[config.mk]
export PLATFORM = sky130hd
export DESIGN_NAME = mem_arbiter_n
export DESIGN_NICKNAME = d
export VERILOG_FILES = /design/src/rtl/mem_arb_pkg.sv /design/src/rtl/rr_select.sv /design/src/rtl/mem_arbiter_n.sv
export SDC_FILE = /design/constraint.sdc
export NUM_CORES = 1
export LEC_CHECK = 0
export CAP_MARGIN = 20
export CORE_ASPECT_RATIO = 2
export CORE_MARGIN = 2
export CORE_UTILIZATION = 35
export CTS_BUF_LIST = sky130_fd_sc_hd__clkbuf_2 sky130_fd_sc_hd__clkbuf_4 sky130_fd_sc_hd__clkbuf_8
export CTS_CLUSTER_DIAMETER = 150
export DETAILED_ROUTE_END_ITERATION = 8
export GPL_ROUTABILITY_DRIVEN = 0
export PLACE_DENSITY = 0.83
export SLEW_MARGIN = 0
export SYNTH_ARGS = -nofsm -noshare
export SYNTH_HDL_FRONTEND = slang
export SYNTH_SLANG_ARGS = --single-unit
[constraint.sdc]
create_clock -name clk -period 3.1 [get_ports clk]
set_input_delay 0.62 -clock clk [delete_from_list [all_inputs] [get_ports clk]]
set_output_delay 0.62 -clock clk [all_outputs]
set_load 0.03 [all_outputs]
[src/rtl/mem_arb_pkg.sv]
// -----------------------------------------------------------------------------
// mem_arb_pkg
// Shared definitions for the N-port memory arbiter:
//   - state_t   : arbiter FSM encoding (IDLE, ISSUE, WAIT_RD, RESP)
//   - RW_WRITE / RW_READ : direction encoding used on req_rw and rw
//   - MAX_PORTS : upper bound on NPORTS; grant indices are 3 bits wide
// Optional build macro ARB_PRIO0_EN (consumed by rr_select) gives port 0
// absolute priority.
// -----------------------------------------------------------------------------
package mem_arb_pkg;

   localparam int MAX_PORTS = 8;
   localparam int GID_W     = 3;    // enough to index MAX_PORTS ports

   localparam logic RW_WRITE = 1'b1;
   localparam logic RW_READ  = 1'b0;

   typedef enum logic [1:0] {
      IDLE    = 2'd0,
      ISSUE   = 2'd1,
      WAIT_RD = 2'd2,
      RESP    = 2'd3
   } state_t;

endpackage : mem_arb_pkg

[src/rtl/rr_select.sv]
// -----------------------------------------------------------------------------
// rr_select
// Combinational grant selector for mem_arbiter_n.
//   req        [NPORTS-1:0] in  : request vector
//   last_grant [2:0]        in  : port granted in the previous arbitration
//   hold_ok                 in  : last_grant is requesting and still has hold
//                                 budget left, so it is re-granted
//   grant      [2:0]        out : selected port (meaningful only when |req)
// Without a hold, the search is round-robin starting at last_grant+1 and
// wrapping, so last_grant itself is the lowest priority.
// Build macro ARB_PRIO0_EN: a requesting port 0 overrides round-robin and hold.
// -----------------------------------------------------------------------------
module rr_select
   import mem_arb_pkg::*;
#(
   parameter int NPORTS = 2
) (
   input  logic [NPORTS-1:0] req,
   input  logic [GID_W-1:0]  last_grant,
   input  logic              hold_ok,
   output logic [GID_W-1:0]  grant
);

   // Widening to MAX_PORTS lets a 3-bit index address the vector for any NPORTS.
   logic [MAX_PORTS-1:0] req_pad;
   int unsigned          cand;
   logic                 found;

   assign req_pad = MAX_PORTS'(req);

   always_comb begin
      // NOTE: every variable written here gets a default first, otherwise
      // paths that skip an assignment would infer a latch.
      grant = last_grant;
      found = 1'b0;
      cand  = 0;

      // Round-robin: walk forward from the port after the last grant.
      for (int k = 1; k <= NPORTS; k++) begin
         cand = (32'(last_grant) + 32'(k)) % 32'(NPORTS);
         if (!found && req_pad[cand[GID_W-1:0]]) begin
            grant = cand[GID_W-1:0];
            found = 1'b1;
         end
      end

      // Hold budget remaining: stay on the current owner.
      if (hold_ok) begin
         grant = last_grant;
      end

`ifdef ARB_PRIO0_EN
      // Port 0 wins any arbitration it takes part in.
      if (req_pad[0]) begin
         grant = '0;
      end
`else
      // All ports arbitrated by round-robin and hold alone.
`endif
   end

endmodule : rr_select

[src/rtl/mem_arbiter_n.sv]
// -----------------------------------------------------------------------------
// mem_arbiter_n
// Arbitrates NPORTS requestors onto a single memory-controller command port.
// One transaction is in flight at a time:
//   IDLE    -> pick a port, latch its addr/rw/wdata
//   ISSUE   -> present the command (in_valid) until busy is low
//   WAIT_RD -> reads only: wait for the first out_valid, capture data_out
//   RESP    -> one-cycle req_ack to the granted port
//
// Parameters: NPORTS (2..8), AW address width, DW data width,
//             HOLD (1..15) max consecutive grants to one port.
// Ports:
//   clk, rst_n                     clock, asynchronous active-low reset
//   req_valid/req_rw [NPORTS]      per-port request and direction (1 = write)
//   req_addr  [NPORTS*AW]          per-port address, port i at [i*AW +: AW]
//   req_wdata [NPORTS*DW]          per-port write data, sliced like req_addr
//   req_ack   [NPORTS]             one-cycle completion pulse per port
//   rsp_rdata [DW]                 read data, valid while req_ack is high
//   user_addr, rw, data_in, in_valid   command to the controller
//   busy, data_out, out_valid          status / read data from the controller
//   grant_id [3]                   currently granted port
//   grant_active                   a transaction is in flight
// Build macro ARB_PRIO0_EN: port 0 has absolute priority (see rr_select).
// -----------------------------------------------------------------------------
module mem_arbiter_n
   import mem_arb_pkg::*;
#(
   parameter int NPORTS = 2,
   parameter int AW     = 23,
   parameter int DW     = 32,
   parameter int HOLD   = 4
) (
   input  logic               clk,
   input  logic               rst_n,
   input  logic [NPORTS-1:0]    req_valid,
   input  logic [NPORTS*AW-1:0] req_addr,
   input  logic [NPORTS-1:0]    req_rw,
   input  logic [NPORTS*DW-1:0] req_wdata,
   output logic [NPORTS-1:0]    req_ack,
   output logic [DW-1:0]        rsp_rdata,
   output logic [AW-1:0]        user_addr,
   output logic                 rw,
   output logic [DW-1:0]        data_in,
   output logic                 in_valid,
   input  logic                 busy,
   input  logic [DW-1:0]        data_out,
   input  logic                 out_valid,
   output logic [2:0]           grant_id,
   output logic                 grant_active
);

   // ---------------------------------------------------------------------
   // State
   // ---------------------------------------------------------------------
   state_t           state_q,    state_d;
   logic [GID_W-1:0] grant_q,    grant_d;
   logic [3:0]       hold_cnt_q, hold_cnt_d;
   logic             granted_q,  granted_d;   // any grant made since reset
   logic [AW-1:0]    addr_q,     addr_d;
   logic             rw_q,       rw_d;
   logic [DW-1:0]    wdata_q,    wdata_d;
   logic [DW-1:0]    rdata_q,    rdata_d;

   // ---------------------------------------------------------------------
   // Arbitration
   // ---------------------------------------------------------------------
   logic [MAX_PORTS-1:0] req_pad;
   logic                 hold_ok;
   logic [GID_W-1:0]     sel;

   assign req_pad = MAX_PORTS'(req_valid);

   // The reset value of grant_q only steers round-robin to port 0 first; it
   // is not a real previous owner, so no hold applies until a grant is made.
   assign hold_ok = granted_q
                    && req_pad[grant_q]
                    && (32'(hold_cnt_q) < 32'(HOLD - 1));

   rr_select #(
      .NPORTS (NPORTS)
   ) u_rr_select (
      .req        (req_valid),
      .last_grant (grant_q),
      .hold_ok    (hold_ok),
      .grant      (sel)
   );

   // ---------------------------------------------------------------------
   // Next state
   // ---------------------------------------------------------------------
   always_comb begin
      state_d    = state_q;
      grant_d    = grant_q;
      hold_cnt_d = hold_cnt_q;
      granted_d  = granted_q;
      addr_d     = addr_q;
      rw_d       = rw_q;
      wdata_d    = wdata_q;
      rdata_d    = rdata_q;

      unique case (state_q)
         IDLE: begin
            // Port fields are sampled here only; requestors keep them stable
            // until ack, so later changes cannot affect the transaction.
            if (|req_valid) begin
               grant_d    = sel;
               granted_d  = 1'b1;
               hold_cnt_d = (hold_ok && (sel == grant_q)) ? hold_cnt_q + 4'd1 : 4'd0;
               addr_d     = req_addr[int'(sel)*AW +: AW];
               rw_d       = req_rw[sel];
               wdata_d    = req_wdata[int'(sel)*DW +: DW];
               state_d    = ISSUE;
            end
         end

         ISSUE: begin
            if (!busy) begin
               state_d = (rw_q == RW_WRITE) ? RESP : WAIT_RD;
            end
         end

         WAIT_RD: begin
            if (out_valid) begin
               rdata_d = data_out;
               state_d = RESP;
            end
         end

         RESP: begin
            state_d = IDLE;
         end

         default: begin
            state_d = IDLE;
         end
      endcase
   end

   // ---------------------------------------------------------------------
   // Registers
   // ---------------------------------------------------------------------
   // NOTE: sequential state is updated with non-blocking assignments so every
   // flop samples the pre-edge values regardless of statement order.
   // NOTE: the command and read-data registers are reset too, because their
   // values are visible on outputs straight out of reset.
   always_ff @(posedge clk or negedge rst_n) begin
      if (!rst_n) begin
         state_q    <= IDLE;
         grant_q    <= GID_W'(NPORTS - 1);
         hold_cnt_q <= '0;
         granted_q  <= 1'b0;
         addr_q     <= '0;
         rw_q       <= 1'b0;
         wdata_q    <= '0;
         rdata_q    <= '0;
      end else begin
         state_q    <= state_d;
         grant_q    <= grant_d;
         hold_cnt_q <= hold_cnt_d;
         granted_q  <= granted_d;
         addr_q     <= addr_d;
         rw_q       <= rw_d;
         wdata_q    <= wdata_d;
         rdata_q    <= rdata_d;
      end
   end

   // ---------------------------------------------------------------------
   // Outputs
   // ---------------------------------------------------------------------
   always_comb begin
      req_ack = '0;
      for (int i = 0; i < NPORTS; i++) begin
         if ((state_q == RESP) && (grant_q == GID_W'(i))) begin
            req_ack[i] = 1'b1;
         end
      end
   end

   assign in_valid     = (state_q == ISSUE);
   assign grant_active = (state_q != IDLE);
   assign user_addr    = addr_q;
   assign rw           = rw_q;
   assign data_in      = wdata_q;
   assign rsp_rdata    = rdata_q;
   assign grant_id     = grant_q;

endmodule : mem_arbiter_n
After elaboration in Yosys (flattened, before gate mapping)
Index checks and enable logic that the tools add are counted.
- reduce and logical (&&, ||, !) cells: 14
- multiplexer cells: 20
- equality and inequality tests: 8
- order comparisons: 5
- multiply operators: 1
- add/subtract/negate cells: 3
- shifts and indexed selects: 2
- operator list (cell ; count):
    64-bit by 9-bit indexed part select with 32-bit output ; 1
    46-bit by 9-bit indexed part select with 23-bit output ; 1
    1-bit two-way mux ; 11
    3-bit two-way mux ; 3
    1-bit by 4-bit < comparator with 1-bit output (second input constant) ; 2
    3-bit by 5-bit multiplier with 8-bit output (second input constant) ; 1
    2-bit case mux with 4 select lines ; 1
    1-bit logical AND ; 6
    2-bit two-way mux ; 3
    2-bit != test (second input constant) ; 3
    4-bit by 1-bit adder with 4-bit output (second input constant) ; 1
    2-bit == test (second input constant) ; 2
    3-bit by 4-bit < comparator with 1-bit output (second input constant) ; 1
    4-bit by 2-bit < comparator with 1-bit output (second input constant) ; 1
    4-bit two-way mux ; 1
    2-bit AND reduction ; 2
    1-bit binary-select mux with 3-bit select ; 1
    3-bit by 1-bit == test with 1-bit output (second input constant) ; 1
    3-bit == test ; 1
    3-bit zero test ; 1
    3-bit by 2-bit < comparator with 1-bit output (second input constant) ; 1
    3-bit AND reduction ; 1
    1-bit adder (second input constant) ; 2
    2-bit by 1-bit == test with 1-bit output (second input constant) ; 1
    4 further kinds ; 4
- bits in registers: 98
- bits of input ports: 150
- word-level logic and storage cells: 61
- output and inout port bits: 95

Logic depth before layout (Yosys ltp)
Gate-level depths: netlist (run 1).
- depth after elaboration: 11
- gate-level depth with buffers: 9

Cells and area by module
Synthesis (run 1) repeated with hierarchy kept, for this count alone.
- cells, all modules: 370
- area total of the unflattened synthesis: 4349.2 µm²
- by module, submodules not included (module ; times used ; seq. area each (µm²) ; area an instance (µm²) ; cells each):
    mem_arbiter_n ; 1 ; 2453.6 ; 4307.9 ; 364
    rr_select ; 1 ; 0.0 ; 41.3 ; 6

Worst setup path before layout (run 1)
OpenSTA, ideal clock, no wires.
- path kind: reg-to-output
- start point: register grant_q[0], in the netlist grant_id[0]
- end point: output port req_ack[1]
- stages on the path, launching flop included: 3
- arrival time: 1.873 ns
- setup slack: 0.607 ns
- cell sequence: dfstp_2 -> clkbuf_1 -> nor4bb_1
- cells in the longest elaborated chain, start to end: 3
- ends and longest elaborated chain (element ; line ; RTL):
    from (decl) ; mem_arbiter_n.sv:56 ; logic [GID_W-1:0] grant_q, grant_d;
    from (signal assigned) ; mem_arbiter_n.sv:149 ; grant_q <= GID_W'(NPORTS - 1);
    from (signal assigned) ; mem_arbiter_n.sv:158 ; grant_q <= grant_d;
    3-bit by 1-bit == test with 1-bit output ; mem_arbiter_n.sv:174 ; if ((state_q == RESP) && (grant_q == GID_W'(i))) begin
    1-bit logical AND ; mem_arbiter_n.sv:174 ;
    1-bit two-way mux ; mem_arbiter_n.sv:174 ;
    to (decl) ; mem_arbiter_n.sv:39 ; output logic [NPORTS-1:0] req_ack,
No other way between the ends.

Worst setup path after layout (run 1)
Same ends and word-level chain as after synthesis.

==> results of run 1 <==
-- stage by stage --
stage | cell area (sq um) | util | hold slack, ns | setup slack (ns) | total power, mW
finish | 7755 | 0.5583 | 0.3699 | 0.4681 | 8.223
global route | 7755 | 0.5583 | 0.4256 | 0.3738 | 8.669
CTS | 7755 | 0.5583 | 0.3982 | 0.4761 | 8.281
detailed placement | 7556 | 0.5440 | 0.4795 | 0.5352 | 7.416
global placement | 7556 | 0.5440 | 0.4527 | 0.5863 | 7.190
floorplan | 4995 | - | 0.3244 | 0.6075 | 5.451
-- power groups by stage --
stage / sequential (mW) / clock (mW) / combinational, mW
2_1_floorplan: 3.49 / 0 / 1.96
3_3_place_gp: 2.38 / 0 / 4.81
3_5_place_dp: 2.42 / 0 / 5.00
4_1_cts: 2.40 / 0.885 / 4.99
5_1_grt: 2.48 / 0.934 / 5.26
6_report: 2.40 / 0.865 / 4.95
-- layout make-up --
type                            instances  share of cell area
Tap cell                              189             0.03049
Clock inverter                          5            0.007744
Clock buffer                           11             0.01791
Inverter                                4            0.001936
Timing Repair Buffer                  253              0.3237
Multi-Input combinational cell        250              0.3019
Sequential cell                        98              0.3164
-- routing by layer --
layer  up-vias  part of all wire  GRT usage
met3        33             0.057    0.04535
met2       202              0.56     0.3719
li1       2069                 -          -
met5         -                 0          0
met1      2300              0.35     0.2192
met4         0             0.028    0.09217
-- flip-flops by register name (all words and copies together) (netlist names) --
register and count:
rsp_rdata 32, rw 1, grant_id 3, data_in 32, hold_cnt_q 4, user_addr 23, state_q 2, granted_q 1
-- cells by family (layout without fill, tap and decap cells) --
logic type,after synthesis,in the layout,synth area share
simple gates,30,30,0.03532
compound gates,180,180,0.3382
fa+ha+maj,5,5,0.01253
buf+inv,47,273,0.04409
mux,35,35,0.07866
flops,98,98,0.4912
-- path summary, 6_finish.rpt --
kind / start / end / slack (ns)
max: grant_id[0]$_DFFE_PN1P_ / req_ack[1] / 0.47
min: rst_n / rsp_rdata[23]$_DFFE_PN0P_ / 0.37
max reg2reg: hold_cnt_q[0]$_DFFE_PN0P_ / data_in[4]$_DFFE_PN0P_ / 0.51
min reg2reg: granted_q$_DFFE_PN0P_ / granted_q$_DFFE_PN0P_ / 0.51
max in group asynchronous: rst_n / data_in[25]$_DFFE_PN0P_ / 1.92
min in group clk: granted_q$_DFFE_PN0P_ / granted_q$_DFFE_PN0P_ / 0.51
-- cell usage in the layout, fill, tap and decap left out, types with 7 or more instances in the layout --
cell type	n
nand2_1	7
mux2_2	34
dfrtp_1	97
o221a_1	40
nor2_1	7
o22a_1	112
buf_4	9
o221a_2	16
clkbuf_8	9
clkdlybuf4s50_1	241
==> run summary, run 1 <==
status = complete, no violations
CP Buf/Inv Count = 1
worst rel slew slack = 0.3795
most instantiated cells after synthesis = 112 x o22a_1, 97 x dfrtp_1, 40 x o221a_1
Yosys top cell by area = dfrtp_1
CTS tree = built
Global Route Usage Sum = 0.2057
largest net degree at the start of global routing = 73
post-route insts no fill = 810
die area = 15,300 sq um
grt ovf = 0
synthesis-to-finish area growth = 55.26%
area taken by multi-input logic gates = 2341 sq um
first-pass GRT wire length = 24,940 microns
clock skew = 0.01548 ns
drc violations = 0
DPL Wire Length = 11,680 microns
placed cells = 794
Comb pwr share = 0.602
Crit path arrival time = 2.01 ns
Resized cells post-CTS = 0
drt total wl = 15,920 microns
H-tree depth = 3
Register Area = 2454 sq um
ant diodes = 0
final setup vio count = 0
CTS Root Cell = clkbuf_8
Nets = 771
reg2reg path depth = 5
number of global-route vias before repair = 5,094
critical path required time = 2.48 ns
max-slew violations = 0
total core area = 13,890 sq um
Crit Path Max Fanout = 12
Lkg Pwr = 3.005 nW
Max rail drop VDD = 0.4861 mV
distinct cell type count of the synthesized netlist = 33
CP top delay family = buffers and inverters
setup tns final = 0 ns
fmax = 380.0 MHz
sw frac = 0.4167
Die Y = 172.9 microns
number of antenna-violating nets in the routed design = 0
Worst Tran Pin Value = 0.9308 ns
Setup Fix Bufs, Post-CTS = 0
ys async rst share = 1.000
Tightest Hold Check Type = primary input to asynchronous set/reset pin
register area share after synthesis = 0.4912
Port Buffers = 244
Crit. End Element = primary output
Mapped Nets = 550
#FFs+latches synth = 98
net switching power = 3.427 mW
via/cell ratio = 5.684
clock share of power = 0.105
Crit path depth = 2
initial antenna violation count = 1
Avg Cell Area, Syn = 12.65 sq um
Sink Count = 98
Yosys top cell area share = 0.4860
DRT Pass-1 Iters = 4
worst path cell trace = nor4bb_1 > clkdlybuf4s50_1
slowest cell on the critical path = clkdlybuf4s50_1
CTS Buf Count = 9
leading post-synthesis cells by cell area = dfrtp_1 49%, o22a_1 20%, o221a_1 9.0%
final period utilization = 0.8490
Tmin final = 2.632 ns
initial core utilization = 0.3596
ys flop type = dfrtp_1
most frequent cell after synthesis = o22a_1
unrepaired setup endpoints after global routing = false
Die W = 88.47 microns
Core Rows = 61
violation count after the first detailed-route iteration = 254
startpoint class of the critical path = flop
fillers = 1,212
Internal = 4.796 mW
pwr/cell area = 1060 nW/um^2
Hold Fails Final Rpt = 0
cells after synthesis = 395
Seq pwr share = 0.292
Warnings, synthesis = 0
Post-Syn Area = 4995 sq um
layout cells sized above 1 = 0.1369
Worst-Skew Late Latency = 0.36 ns
Post-synth EDFFs = 0
clock-pin slew on the worst setup and hold paths = 0.11 ns
DR WL/cell = 19.65 microns
clk buf depth = 2
max_cap viols = 0
total vias in the final route = 4,604
WS Path Type = flop to primary output
CTS Hold Bufs = 0
Ports = 245
largest stage delay on the critical path = 0.74 ns
No activity file was read; power rests on OpenSTA's default activity.
==> run 2, diff against run 1 <==
--- a/config.mk
+++ b/config.mk
@@ -13,7 +13,7 @@
 export CTS_CLUSTER_DIAMETER = 150
 export DETAILED_ROUTE_END_ITERATION = 8
 export GPL_ROUTABILITY_DRIVEN = 0
-export PLACE_DENSITY = 0.83
+export PLACE_DENSITY = 0.86
 export SLEW_MARGIN = 0
 export SYNTH_ARGS = -nofsm -noshare
 export SYNTH_HDL_FRONTEND = slang
==> constraint.sdc (replaced) <==
create_clock -name clk -period 2.31 [get_ports clk]
set_input_delay 0.462 -clock clk [delete_from_list [all_inputs] [get_ports clk]]
set_output_delay 0.462 -clock clk [all_outputs]
set_load 0.03 [all_outputs]
==> run summary, run 2 (synthesized netlist as in run 1, its figures left out) <==
most common cell after layout, fill and taps aside = clkdlybuf4s50_1
final setup vio count = 0
grt ovf = 0
Tightest Hold Check Type = flop to flop
pwr/cell area = 1412 nW/um^2
DR WL/cell = 20.61 microns
Crit. End Element = flop
clock skew = 0.01318 ns
number of global-route vias before repair = 5,296
total vias in the final route = 4,751
clock-pin slew on the worst setup and hold paths = 0.11 ns
Crit Path Max Fanout = 36
clk buf depth = 2
Core Rows = 61
CTS Root Cell = clkbuf_8
violation count after the first detailed-route iteration = 285
CTS tree = built
Sink Count = 98
largest net degree at the start of global routing = 47
max_cap viols = 0
CTS Buf Count = 9
clock share of power = 0.100
Tmin final = 2.259 ns
Hold Fails Final Rpt = 0
setup tns final = 0 ns
status = complete, no violations
WHS Path Cells = 1
fmax = 442.6 MHz
sw frac = 0.4229
Die Y = 172.9 microns
DPL Wire Length = 12,600 microns
DRT Pass-1 Iters = 4
net switching power = 4.710 mW
Worst-Skew Late Latency = 0.38 ns
worst rel slew slack = 0.6360
Max rail drop VDD = 0.5683 mV
initial core utilization = 0.3596
number of antenna-violating nets in the routed design = 0
Die W = 88.47 microns
most frequent cells in the layout = 236 x clkdlybuf4s50_1, 112 x o22a_1, 97 x dfrtp_1, 40 x o221a_1, 34 x mux2_2
Seq pwr share = 0.290
drt total wl = 16,880 microns
hold slack = 0.4906 ns
layout cells sized above 1 = 0.1508
Global Route Usage Sum = 0.2161
Nets = 780
WS Path Type = flop to flop
initial antenna violation count = 0
Setup Fix Bufs, Post-CTS = 0
reg2reg path depth = 6
max-slew violations = 0
via/cell ratio = 5.801
Port Buffers = 244
Worst Tran Pin Value = 0.5323 ns
H-tree depth = 3
first-pass GRT wire length = 26,100 microns
drc violations = 0
Ports = 245
die area = 15,300 sq um
total core area = 13,890 sq um
critical path required time = 2.57 ns
final period utilization = 0.9781
Lkg Pwr = 3.099 nW
fillers = 1,192
startpoint class of the critical path = flop
ant diodes = 0
synthesis-to-finish area growth = 57.89%
Internal = 6.428 mW
Comb pwr share = 0.611
Crit path arrival time = 2.52 ns
run 2: changes by cell type in the layout (fill, tap and decap cells not counted), moves of 2 or more:
cell / previous run / this run
dlygate4sd2_1: 0 / 2
inv_8: 0 / 2
buf_6: 0 / 4
clkinv_4: 0 / 2
buf_12: 1 / 4
dlymetal6s2s_1: 0 / 2
clkbuf_4: 2 / 0
clkdlybuf4s50_1: 241 / 236
run 2: power by group through the flow:
stage	Combinational [mW]	Clock [mW]	Sequential (mW)
finish	6.80	1.11	3.23
global route	7.20	1.20	3.34
CTS	6.81	1.15	3.22
detailed placement	6.82	0	3.25
global placement	6.55	0	3.18
floorplan	2.64	0	4.68
run 2: timing repair:
action                                 CTS  global route
setup endpoints to repair                3            46
pin swaps                                0             0
hold buffers                             1             0
gates resized for setup                  3            10
endpoints found under the hold margin   26             0
run 2: worst paths after layout:
kind | startpoint | to | slack (ns)
setup / recovery | hold_cnt_q[0]$_DFFE_PN0P_ | user_addr[15]$_DFFE_PN0P_ | 0.05
hold / removal | granted_q$_DFFE_PN0P_ | granted_q$_DFFE_PN0P_ | 0.49
setup reg to reg | hold_cnt_q[0]$_DFFE_PN0P_ | user_addr[15]$_DFFE_PN0P_ | 0.05
hold reg to reg | granted_q$_DFFE_PN0P_ | granted_q$_DFFE_PN0P_ | 0.49
max in group asynchronous | rst_n | data_in[31]$_DFFE_PN0P_ | 1.08
min in group asynchronous | rst_n | rsp_rdata[23]$_DFFE_PN0P_ | 0.55
run 2: final cells by class:
class	count	area (sq um)	share of cell area
Timing Repair Buffer	262	2630	0.3335
Sequential cell	98	2454	0.3111
Multi-Input combinational cell	250	2357	0.2989
Tap cell	189	236.5	0.02999
Clock buffer	10	137.6	0.01745
Clock inverter	6	56.30	0.007139
Inverter	4	15.01	0.001904
run 2: metal layers:
metal  wire [microns]  track usage
met1             5748       0.2161
met2             9486       0.4044
met3             1047      0.04105
met4              596       0.1073
met5                0            0
run 2: metrics by stage:
stage | total power, mW | setup slack, ns | cells | instance area, sq um | util
3_5_place_dp | 10.07 | 0.05570 | 802 | 7660 | 0.5514
3_3_place_gp | 9.727 | 0.1484 | 802 | 7660 | 0.5514
6_report | 11.14 | 0.05054 | 819 | 7886 | 0.5677
2_1_floorplan | 7.317 | 0.1175 | 395 | 5001 | -
5_1_grt | 11.73 | -0.005646 | 819 | 7886 | 0.5677
4_1_cts | 11.18 | 0.01547 | 819 | 7860 | 0.5658
run 2: critical path, stage by stage (launching register included):
cell and delay [ns]:
dfrtp_1 0.43, ha_1 0.25, nor4b_4 0.32, nor2_1 0.11, or4_4 0.55, buf_12 0.19
o221a_1 0.28
==> run 3, diff against run 2 <==
--- a/config.mk
+++ b/config.mk
@@ -13,6 +13,7 @@
 export CTS_CLUSTER_DIAMETER = 150
 export DETAILED_ROUTE_END_ITERATION = 8
 export GPL_ROUTABILITY_DRIVEN = 0
+export MAX_ROUTING_LAYER = met4
 export PLACE_DENSITY = 0.86
 export SLEW_MARGIN = 0
 export SYNTH_ARGS = -nofsm -noshare
==> run summary, run 3 (synthesized netlist as in run 1, its figures left out) <==
status = complete, no violations
number of antenna-violating nets in the routed design = 0
drt total wl = 16,840 microns
CTS Buf Count = 9
critical path required time = 2.56 ns
CTS Root Cell = clkbuf_8
Die W = 88.47 microns
Lkg Pwr = 3.099 nW
Global Route Usage Sum = 0.2231
post-route insts no fill = 819
Design Area, Final = 7886 sq um
total core area = 13,890 sq um
worst path cell trace = ha_1 > nor4b_4 > nor2_1 > or4_4 > buf_12 > o221a_1
clock skew = 0.01337 ns
first-pass GRT wire length = 26,160 microns
Design Power = 11.13 mW
worst rel slew slack = 0.6325
Die Y = 172.9 microns
hold slack = 0.4891 ns
max-slew violations = 0
Ports = 245
final period utilization = 0.9766
DR WL/cell = 20.56 microns
fillers = 1,192
Worst-Skew Late Latency = 0.37 ns
Crit path arrival time = 2.51 ns
max_cap viols = 0
clock-pin slew on the worst setup and hold paths = 0.11 ns
final setup vio count = 0
drc violations = 0
fmax = 443.3 MHz
slowest cell on the critical path = or4_4
Sink Count = 98
Core Rows = 61
largest net degree at the start of global routing = 47
Hold Fails Final Rpt = 0
placed cells = 802
setup tns final = 0 ns
placed cell areas = 7660 sq um
number of global-route vias before repair = 5,281
most frequent cells in the layout = 236 x clkdlybuf4s50_1, 112 x o22a_1, 97 x dfrtp_1, 40 x o221a_1, 34 x mux2_2
die area = 15,300 sq um
ant diodes = 0
total vias in the final route = 4,715
Max rail drop VDD = 0.5690 mV
layout cells sized above 1 = 0.1508
synthesis-to-finish area growth = 57.89%
violation count after the first detailed-route iteration = 277
most common cell after layout, fill and taps aside = clkdlybuf4s50_1
Setup Fix Bufs, Post-CTS = 0
pwr/cell area = 1412 nW/um^2
DRT Pass-1 Iters = 5
PnR worst setup slack = 0.05407 ns
pre-CTS setup slack = 0.05570 ns
Core Util, Final = 0.5677
clk buf depth = 2
Crit. End Element = flop
Crit Path Max Fanout = 36
grt ovf = 0
Tmin final = 2.256 ns
H-tree depth = 3
via/cell ratio = 5.757
Tightest Hold Check Type = flop to flop
largest stage delay on the critical path = 0.55 ns
Worst Tran Pin Value = 0.5373 ns
Port Buffers = 244
DPL Wire Length = 12,600 microns
startpoint class of the critical path = flop
initial core utilization = 0.3596
CTS tree = built
initial antenna violation count = 0
Nets = 780
WS Path Type = flop to flop
run 3: cell counts in the layout (fill, tap and decap cells not counted):
No cell type changed its count.
run 3: worst max-delay path, delay by kind of cell (launching register included):
family / cells / cell delay, ns
AOI/OAI and AO/OA: 1 / 0.28
adders and majority gates: 1 / 0.25
buffers and inverters: 1 / 0.19
DFF: 1 / 0.43
and+or+nand+nor: 3 / 0.98
run 3: layout make-up:
type | instances | area, sq um | area share
Sequential cell | 98 | 2454 | 0.3111
Tap cell | 189 | 236.5 | 0.02999
Clock inverter | 6 | 56.30 | 0.007139
Timing Repair Buffer | 262 | 2630 | 0.3335
Inverter | 4 | 15.01 | 0.001904
Multi-Input combinational cell | 250 | 2357 | 0.2989
Clock buffer | 10 | 137.6 | 0.01745
run 3: final timing paths:
check	start	endpoint	slack [ns]	cells past startpoint
max	hold_cnt_q[0]$_DFFE_PN0P_	user_addr[15]$_DFFE_PN0P_	0.05	6
min	granted_q$_DFFE_PN0P_	granted_q$_DFFE_PN0P_	0.49	1
max reg2reg	hold_cnt_q[0]$_DFFE_PN0P_	user_addr[15]$_DFFE_PN0P_	0.05	6
min reg2reg	granted_q$_DFFE_PN0P_	granted_q$_DFFE_PN0P_	0.49	1
max in group asynchronous	rst_n	data_in[31]$_DFFE_PN0P_	1.07	3
min in group asynchronous	rst_n	rsp_rdata[23]$_DFFE_PN0P_	0.55	2
run 3: what timing repair did:
action | 4_1_cts | 5_1_grt
gates resized for setup | 3 | 10
endpoints found under the hold margin | 26 | 0
setup endpoints to repair | 3 | 46
hold buffers | 1 | 0
run 3: power breakdown:
part / leakage [nW] / switching (mW) / internal [mW]
clock: 0.0969 / 0.663 / 0.445
sequential: 1.18 / 0.663 / 2.56
combinational: 1.82 / 3.38 / 3.42
run 3: per-layer routing:
| layer | track usage | vias up | part of all wire |
|---|---|---|---|
| li1 | - | 2078 | - |
| met3 | 0.03723 | 54 | 0.059 |
| met2 | 0.4079 | 229 | 0.57 |
| met1 | 0.2225 | 2354 | 0.34 |
| met4 | 0.09785 | 0 | 0.032 |
| met5 | - | - | 0 |
